**config.mk**
```make
export PLATFORM = sky130hd
export DESIGN_NAME = writeback_sequencer
export DESIGN_NICKNAME = d
export VERILOG_FILES = /design/src/rtl/wb_pkg.sv /design/src/rtl/wb_fifo.sv /design/src/rtl/writeback_sequencer.sv
export SDC_FILE = /design/constraint.sdc
export NUM_CORES = 1
export LEC_CHECK = 0
export ABC_AREA = 0
export CAP_MARGIN = 20
export CELL_PAD_IN_SITES_DETAIL_PLACEMENT = 0
export CELL_PAD_IN_SITES_GLOBAL_PLACEMENT = 1
export CORE_ASPECT_RATIO = 1.5
export CORE_UTILIZATION = 23
export CTS_CLUSTER_SIZE = 16
export DETAILED_ROUTE_END_ITERATION = 16
export PLACE_DENSITY_LB_ADDON = 0.1
export SYNTH_ARGS = -nofsm -noshare
export SYNTH_HDL_FRONTEND = slang
export SYNTH_HIERARCHICAL = 1
export SYNTH_SLANG_ARGS = --single-unit
```
**constraint.sdc**
```tcl
create_clock -name clk -period 6.42 [get_ports clk]
set_clock_uncertainty 0.15 [all_clocks]
set_input_delay 1.284 -clock clk [delete_from_list [all_inputs] [get_ports clk]]
set_output_delay 1.284 -clock clk [all_outputs]
set_load 0.05 [all_outputs]
```
**src/rtl/wb_pkg.sv**
```systemverilog
// Shared types for the write-back sequencer: register index, queued write entry,
// and the one-hot decode used for the bank write enable and the busy scoreboard.
package wb_pkg;

    localparam int REG_N  = 8;
    localparam int DATA_W = 16;
    localparam int IDX_W  = 3;

    typedef logic [IDX_W-1:0] reg_idx_t;

    typedef struct packed {
        reg_idx_t          dest;
        logic [DATA_W-1:0] data;
    } wb_entry_t;

    function automatic logic [REG_N-1:0] onehot(input reg_idx_t idx);
        logic [REG_N-1:0] vec;
        vec      = '0;
        vec[idx] = 1'b1;
        return vec;
    endfunction

endpackage

```
**src/rtl/wb_fifo.sv**
```systemverilog
// Synchronous FIFO of pending register writes. Besides the usual push/pop
// interface it exposes per-slot valid bits and destinations so the top can
// build the RAW-hazard busy vector without walking the queue.
module wb_fifo
    import wb_pkg::*;
#(
    parameter int DEPTH = 4
) (
    input  logic                     clk,
    input  logic                     rst,
    input  logic                     push,
    input  wb_entry_t                push_entry,
    input  logic                     pop,
    output logic                     full,
    output logic                     empty,
    output logic [$clog2(DEPTH):0]   count,
    output wb_entry_t                head,
    output logic [DEPTH-1:0]         entry_valid,
    output logic [DEPTH*IDX_W-1:0]   entry_dest
);

    localparam int PTR_W = $clog2(DEPTH);
    localparam int CNT_W = PTR_W + 1;

    logic [PTR_W-1:0] head_ptr;
    logic [PTR_W-1:0] tail_ptr;
    logic [CNT_W-1:0] cnt;
    wb_entry_t        slots [DEPTH];
    logic             do_push;
    logic             do_pop;
    logic [PTR_W-1:0] offs;

    assign full    = (cnt == CNT_W'(DEPTH));
    assign empty   = (cnt == '0);
    assign count   = cnt;
    assign head    = slots[head_ptr];
    assign do_push = push && !full;
    assign do_pop  = pop && !empty;

    // Pointer and occupancy bookkeeping; pointers wrap naturally modulo DEPTH.
    always_ff @(posedge clk) begin
        if (rst) begin
            head_ptr <= '0;
            tail_ptr <= '0;
            cnt      <= '0;
        end else begin
            if (do_push) tail_ptr <= tail_ptr + 1'b1;
            if (do_pop)  head_ptr <= head_ptr + 1'b1;
            cnt <= cnt + CNT_W'(do_push) - CNT_W'(do_pop);
        end
    end

    // Entry storage; contents are qualified by the pointers so no reset is needed.
    always_ff @(posedge clk) begin
        if (do_push) slots[tail_ptr] <= push_entry;
    end

    // A slot is live when its distance from the head is below the occupancy.
    always_comb begin
        entry_valid = '0;
        entry_dest  = '0;
        offs        = '0;
        for (int i = 0; i < DEPTH; i++) begin
            offs           = PTR_W'(i) - head_ptr;
            entry_valid[i] = ({1'b0, offs} < cnt);
            entry_dest[i*IDX_W +: IDX_W] = slots[i].dest;
        end
    end

endmodule

```
**src/rtl/writeback_sequencer.sv**
```systemverilog
// Write-back stage in front of the 8x16 register bank. Arbitrates load and ALU
// results (loads win), queues them, and issues one registered one-hot bank write
// per cycle in acceptance order. busy flags registers with a write still pending.
// Optional build macro WB_BYPASS_EN: when the queue is empty and not held, an
// accepted result is written straight to the output register, saving one cycle.
module writeback_sequencer #(
    parameter int DEPTH  = 4,
    parameter int DATA_W = 16,
    parameter int REG_N  = 8
) (
    input  logic              clk,
    input  logic              rst,
    input  logic              alu_valid,
    input  logic [2:0]        alu_dest,
    input  logic [DATA_W-1:0] alu_data,
    output logic              alu_ready,
    input  logic              mem_valid,
    input  logic [2:0]        mem_dest,
    input  logic [DATA_W-1:0] mem_data,
    output logic              mem_ready,
    input  logic              hold,
    output logic [REG_N-1:0]  en,
    output logic [DATA_W-1:0] to_dest_reg,
    output logic [REG_N-1:0]  busy
);

    import wb_pkg::*;

    localparam int CNT_W = $clog2(DEPTH) + 1;

    logic                   fifo_full;
    logic                   fifo_empty;
    logic [CNT_W-1:0]       fifo_count;
    wb_entry_t              fifo_head;
    logic [DEPTH-1:0]       entry_valid;
    logic [DEPTH*IDX_W-1:0] entry_dest;
    wb_entry_t              push_entry;
    logic                   accept_mem;
    logic                   accept_alu;
    logic                   accepted;
    logic                   bypass;
    logic                   fifo_push;
    logic                   pop;
    logic [REG_N-1:0]       queued_mask;

    // Ready is a function of registered occupancy only; loads shadow the ALU.
    assign mem_ready  = !rst && !fifo_full;
    assign alu_ready  = !rst && !fifo_full && !mem_valid;
    assign accept_mem = mem_valid && mem_ready;
    assign accept_alu = alu_valid && alu_ready;
    assign accepted   = accept_mem || accept_alu;
    assign pop        = !hold && !fifo_empty;

`ifdef WB_BYPASS_EN
    assign bypass = accepted && !hold && (fifo_count == '0);
`else
    assign bypass = 1'b0;
`endif

    assign fifo_push = accepted && !bypass;

    // Select the winning source for this cycle's single push.
    always_comb begin
        push_entry = '0;
        if (accept_mem) begin
            push_entry.dest = mem_dest;
            push_entry.data = mem_data;
        end else begin
            push_entry.dest = alu_dest;
            push_entry.data = alu_data;
        end
    end

    wb_fifo #(
        .DEPTH (DEPTH)
    ) u_fifo (
        .clk         (clk),
        .rst         (rst),
        .push        (fifo_push),
        .push_entry  (push_entry),
        .pop         (pop),
        .full        (fifo_full),
        .empty       (fifo_empty),
        .count       (fifo_count),
        .head        (fifo_head),
        .entry_valid (entry_valid),
        .entry_dest  (entry_dest)
    );

    // Registered bank write: one pulse per popped (or bypassed) entry, data held otherwise.
    always_ff @(posedge clk) begin
        if (rst) begin
            en          <= '0;
            to_dest_reg <= '0;
        end else if (bypass) begin
            en          <= onehot(push_entry.dest);
            to_dest_reg <= push_entry.data;
        end else if (pop) begin
            en          <= onehot(fifo_head.dest);
            to_dest_reg <= fifo_head.data;
        end else begin
            en <= '0;
        end
    end

    // Busy scoreboard: every queued destination plus the write currently on en.
    always_comb begin
        queued_mask = '0;
        for (int i = 0; i < DEPTH; i++) begin
            if (entry_valid[i]) queued_mask = queued_mask | onehot(entry_dest[i*IDX_W +: IDX_W]);
        end
        busy = rst ? '0 : (queued_mask | en);
    end

endmodule

```
==> metrics.md <==
| Metric | Value |
|---|---|
| Status | finished, final reports clean |
| Setup CP Type | flop to output port |
| Vias in the first global route | 3,133 |
| Vias | 2,946 |
| Max H-tree Level | 3 |
| Post-synthesis compound-gate area fraction | 6.11% |
| FF-to-FF path depth | 13 |
| Tot Pwr | 0.00230 W |
| Share of power burned in the clock network | 24.9% |
| Logic pwr share | 35.0% |
| Part of the cycle the worst path needs | 71.7% |
| Fraction of registers with async set/reset | 0% |
| Register area share after synthesis | 60.4% |
| Reg-to-reg critical path startpoint | u_fifo/count[2] |
| GRT Util Overall | 11.2% |
| Filler instances | 2,087 |
| Die area | 21,800 um2 |
| Crit path top cell by count | a31oi_1 |
| Seq pwr share | 40.2% |
| Mean Syn Cell Area | 13.9 um2 |
| Number of synthesized flops with an enable pin | 76 |
| Clk_lat worst skew | 0.34 ns |
| Starting DRT DRC Count | 123 |
| Worst vdd ir | 0.120 mV |
| CORE AREA | 20,600 um2 |
| Largest register FFs | 76 |
| IO Port Bufs | 76 |
| Congestion Overflow GR | 0 |
| Worst-path clk slew | 0.08 ns |
| TNS Setup | 0 ns |
| Die width | 121 um |
| Critical path, cell by cell | inv_1 > ha_1 > a21oi_1 > or2_2 > nor2b_1 > a31oi_1 > a31oi_1 > clkdlybuf4s50_1 |
| First-pass GRT wire length | 17,700 um |
| CTS sink count | 109 |
| RR Endpoint | u_fifo/count[2] |
| Area of the multi-input gates | 1680 um2 |
| Internal reg-to-reg setup slack | 3.05 ns |
| Area Growth Syn to Fin | 25.6% |
| NetSw | 0.000820 W |
| Crit path buffers/inverters | 2 |
| Flops & latches, synth | 109 |
| Net Count, Synth | 405 |
| Initial Utilization | 23.7% |
| DR vias/cell | 4.28 |
| Data arrival time of the worst path | 3.17 ns |
| Longest Clk Path Bufs | 2 |
| CP Data Required Time | 4.99 ns |
| Most used DFF post-synth | edfxtp_1 |
| CP endpoint kind | output port |
| Internal power | 0.00148 W |
| Count of pins over their slew limit | 0 |
| Max_slew headroom | 47.1% |
| Initial antenna violation count | 0 |
| Hold_buf cts | 0 |
| Fraction of the mapped netlist area in adder cells | 2.98% |
| P_leak | 2.03 nW |
| Die height | 180 um |
| Root Buffer Master | clkbuf_16 |
| Num rows | 64 |
| Final Hold Viols | 0 |
| DR DRC count | 0 |
| CP Launch Type | flop |
| XOR/XNOR Fraction of Synth Area | 0.539% |
| DRT antenna net count | 0 |
| # diodes | 0 |
| Hold EP | to_dest_reg[6] |
| Largest net degree at the start of global routing | 38 |
| Family with the most delay on the worst path | buffers and inverters |
| RSZ-0062 raised after global routing | no |
| Ys Warns | 6 |
| Post-CTS sizing | 0 |
| Hold Path Class | flop to flop |
| DRT Wirelength | 11,600 um |
| Post-Synth Simple-Gate Area | 10.8% |
| Switching portion of total power | 35.6% |
| Fmax | 0.217 GHz |
| HP Start | to_dest_reg[6] |
| Final net count | 474 |
| Layout cells sized above 1 | 16.0% |
| Power density cells | 376 nW/um2 |
| Wire length per cell | 16.8 um |
| CTS tree | built |
| Drt pass-1 iters | 4 |
| Worst path max stage delay | 0.83 ns |
| Worst Hold Path Cells | 2 |
| Number of setup violations in the final report | 0 |
| Post-CTS setup buffer count | 0 |
| # IOs | 77 |
| Critical path peak fanout | 6 |
| Register Area | 2940 um2 |
| Cell count after synthesis | 351 |
| DP HPWL | 8060 um |
| Count of unique library cells instantiated by Yosys | 48 |
| Max cap viols | 0 |
| Routability cong. | 0.733 |
| Fin crit period | 4.60 ns |
| Post-Syn Area | 4870 um2 |
| Cts bufs inserted | 9 |
| Mux contribution to synthesized area | 14.1% |
| Critical path's slowest cell | clkdlybuf4s50_1 |
| Fin util | 29.8% |
| Largest family of logic cells by synthesized area | multiplexers |
| Tightest Pin Transition | 0.794 ns |
[synthesized netlist by cell type (4+ instances only)]
cell type | n | area share (%)
and2_1 | 6 | 0.77
buf_4 | 13 | 2.0
a31oi_1 | 10 | 1.3
mux2_4 | 10 | 3.1
mux2_2 | 9 | 2.1
clkbuf_1 | 4 | 0.31
nor2b_1 | 9 | 1.2
ha_1 | 10 | 2.6
nor3_1 | 4 | 0.41
nand2b_1 | 5 | 0.64
dfxtp_1 | 33 | 14
mux4_2 | 19 | 8.8
nand2_1 | 38 | 2.9
a21oi_1 | 28 | 2.9
edfxtp_1 | 76 | 47
inv_1 | 13 | 1.0
nor2_1 | 15 | 1.2
nand3_1 | 4 | 0.41
[worst max path at each step]
stage          slack (ns)  depth (start not counted)               to       startpoint
2_1_floorplan        2.49                          2        alu_ready              rst
3_5_place_dp         2.04                         13  u_fifo/count[2]             hold
3_3_place_gp         2.09                         13  u_fifo/count[2]             hold
4_1_cts              1.78                          8          busy[4]  u_fifo/count[1]
5_1_grt              1.59                          8          busy[4]  u_fifo/count[1]
6_report             1.82                          8          busy[4]  u_fifo/count[1]
[through the flow]
stage | hold slack (ns) | area (um2) | setup slack [ns] | instances
after floorplan | 0.332 | 4870 | 2.49 | 351
after global placement | 0.306 | 5820 | 2.09 | 673
after detailed placement | 0.303 | 5820 | 2.04 | 673
after CTS | 0.314 | 6120 | 1.78 | 689
after global routing | 0.329 | 6120 | 1.59 | 689
final | 0.308 | 6120 | 1.82 | 689
[power groups by stage]
stage	registers (W)	clock network (W)	logic, W
2_1_floorplan	0.00100	0	0.000506
3_3_place_gp	0.000943	0	0.000823
3_5_place_dp	0.000945	0	0.000822
4_1_cts	0.000929	0.000593	0.000824
5_1_grt	0.000938	0.000622	0.000878
6_report	0.000926	0.000573	0.000806
[metal layers]
metal	share of wire (%)	GRT usage [%]	vias up
met5	0	0	-
li1	-	-	1426
met3	3.3	1.87	13
met4	2.1	4.89	0
met1	38	11.3	1449
met2	57	21.7	58
[logic make-up after synthesis]
| kind of cell | count (synthesis) |
|---|---|
| AOI/OAI and AO/OA | 50 |
| xor gates and xnor gates | 3 |
| adders and majority gates | 11 |
| buffers and inverters | 39 |
| DFF | 109 |
| muxes | 39 |
| and+or+nand+nor | 100 |
[layout by cell type (no fill, tap or decap), types with 2 or more instances in the layout]
cell	count
edfxtp_1	76
clkdlybuf4s50_1	75
nand2_1	38
dfxtp_1	33
a21oi_1	28
mux4_2	19
nor2_1	15
inv_1	13
a31oi_1	10
mux2_4	10
ha_1	10
nor2b_1	9
mux2_2	9
clkbuf_16	9
buf_4	7
and2_1	6
nand2b_1	5
nand3_1	4
nor3_1	4
a32oi_1	3
or3_1	3
or2_2	3
and4b_1	2
nand4_1	2
a41oi_1	2
clkinv_4	2
inv_8	2
o21ai_0	2
xor2_1	2
[cell type report]
class	count	share of cell area (%)
clock buffer	10	3.74
clock inverter	6	1.29
inverter	14	0.858
multi-input combinational	203	27.5
sequential	109	48.0
tap	264	5.39
timing repair buffer	83	13.2
[worst min-delay path, cell delays in order (launching register included)]
cell and delay (ns):
dfxtp_1 0.31, nand2_1 0.05, a21oi_1 0.05
Note: power is estimated with default switching activity, not from simulation.
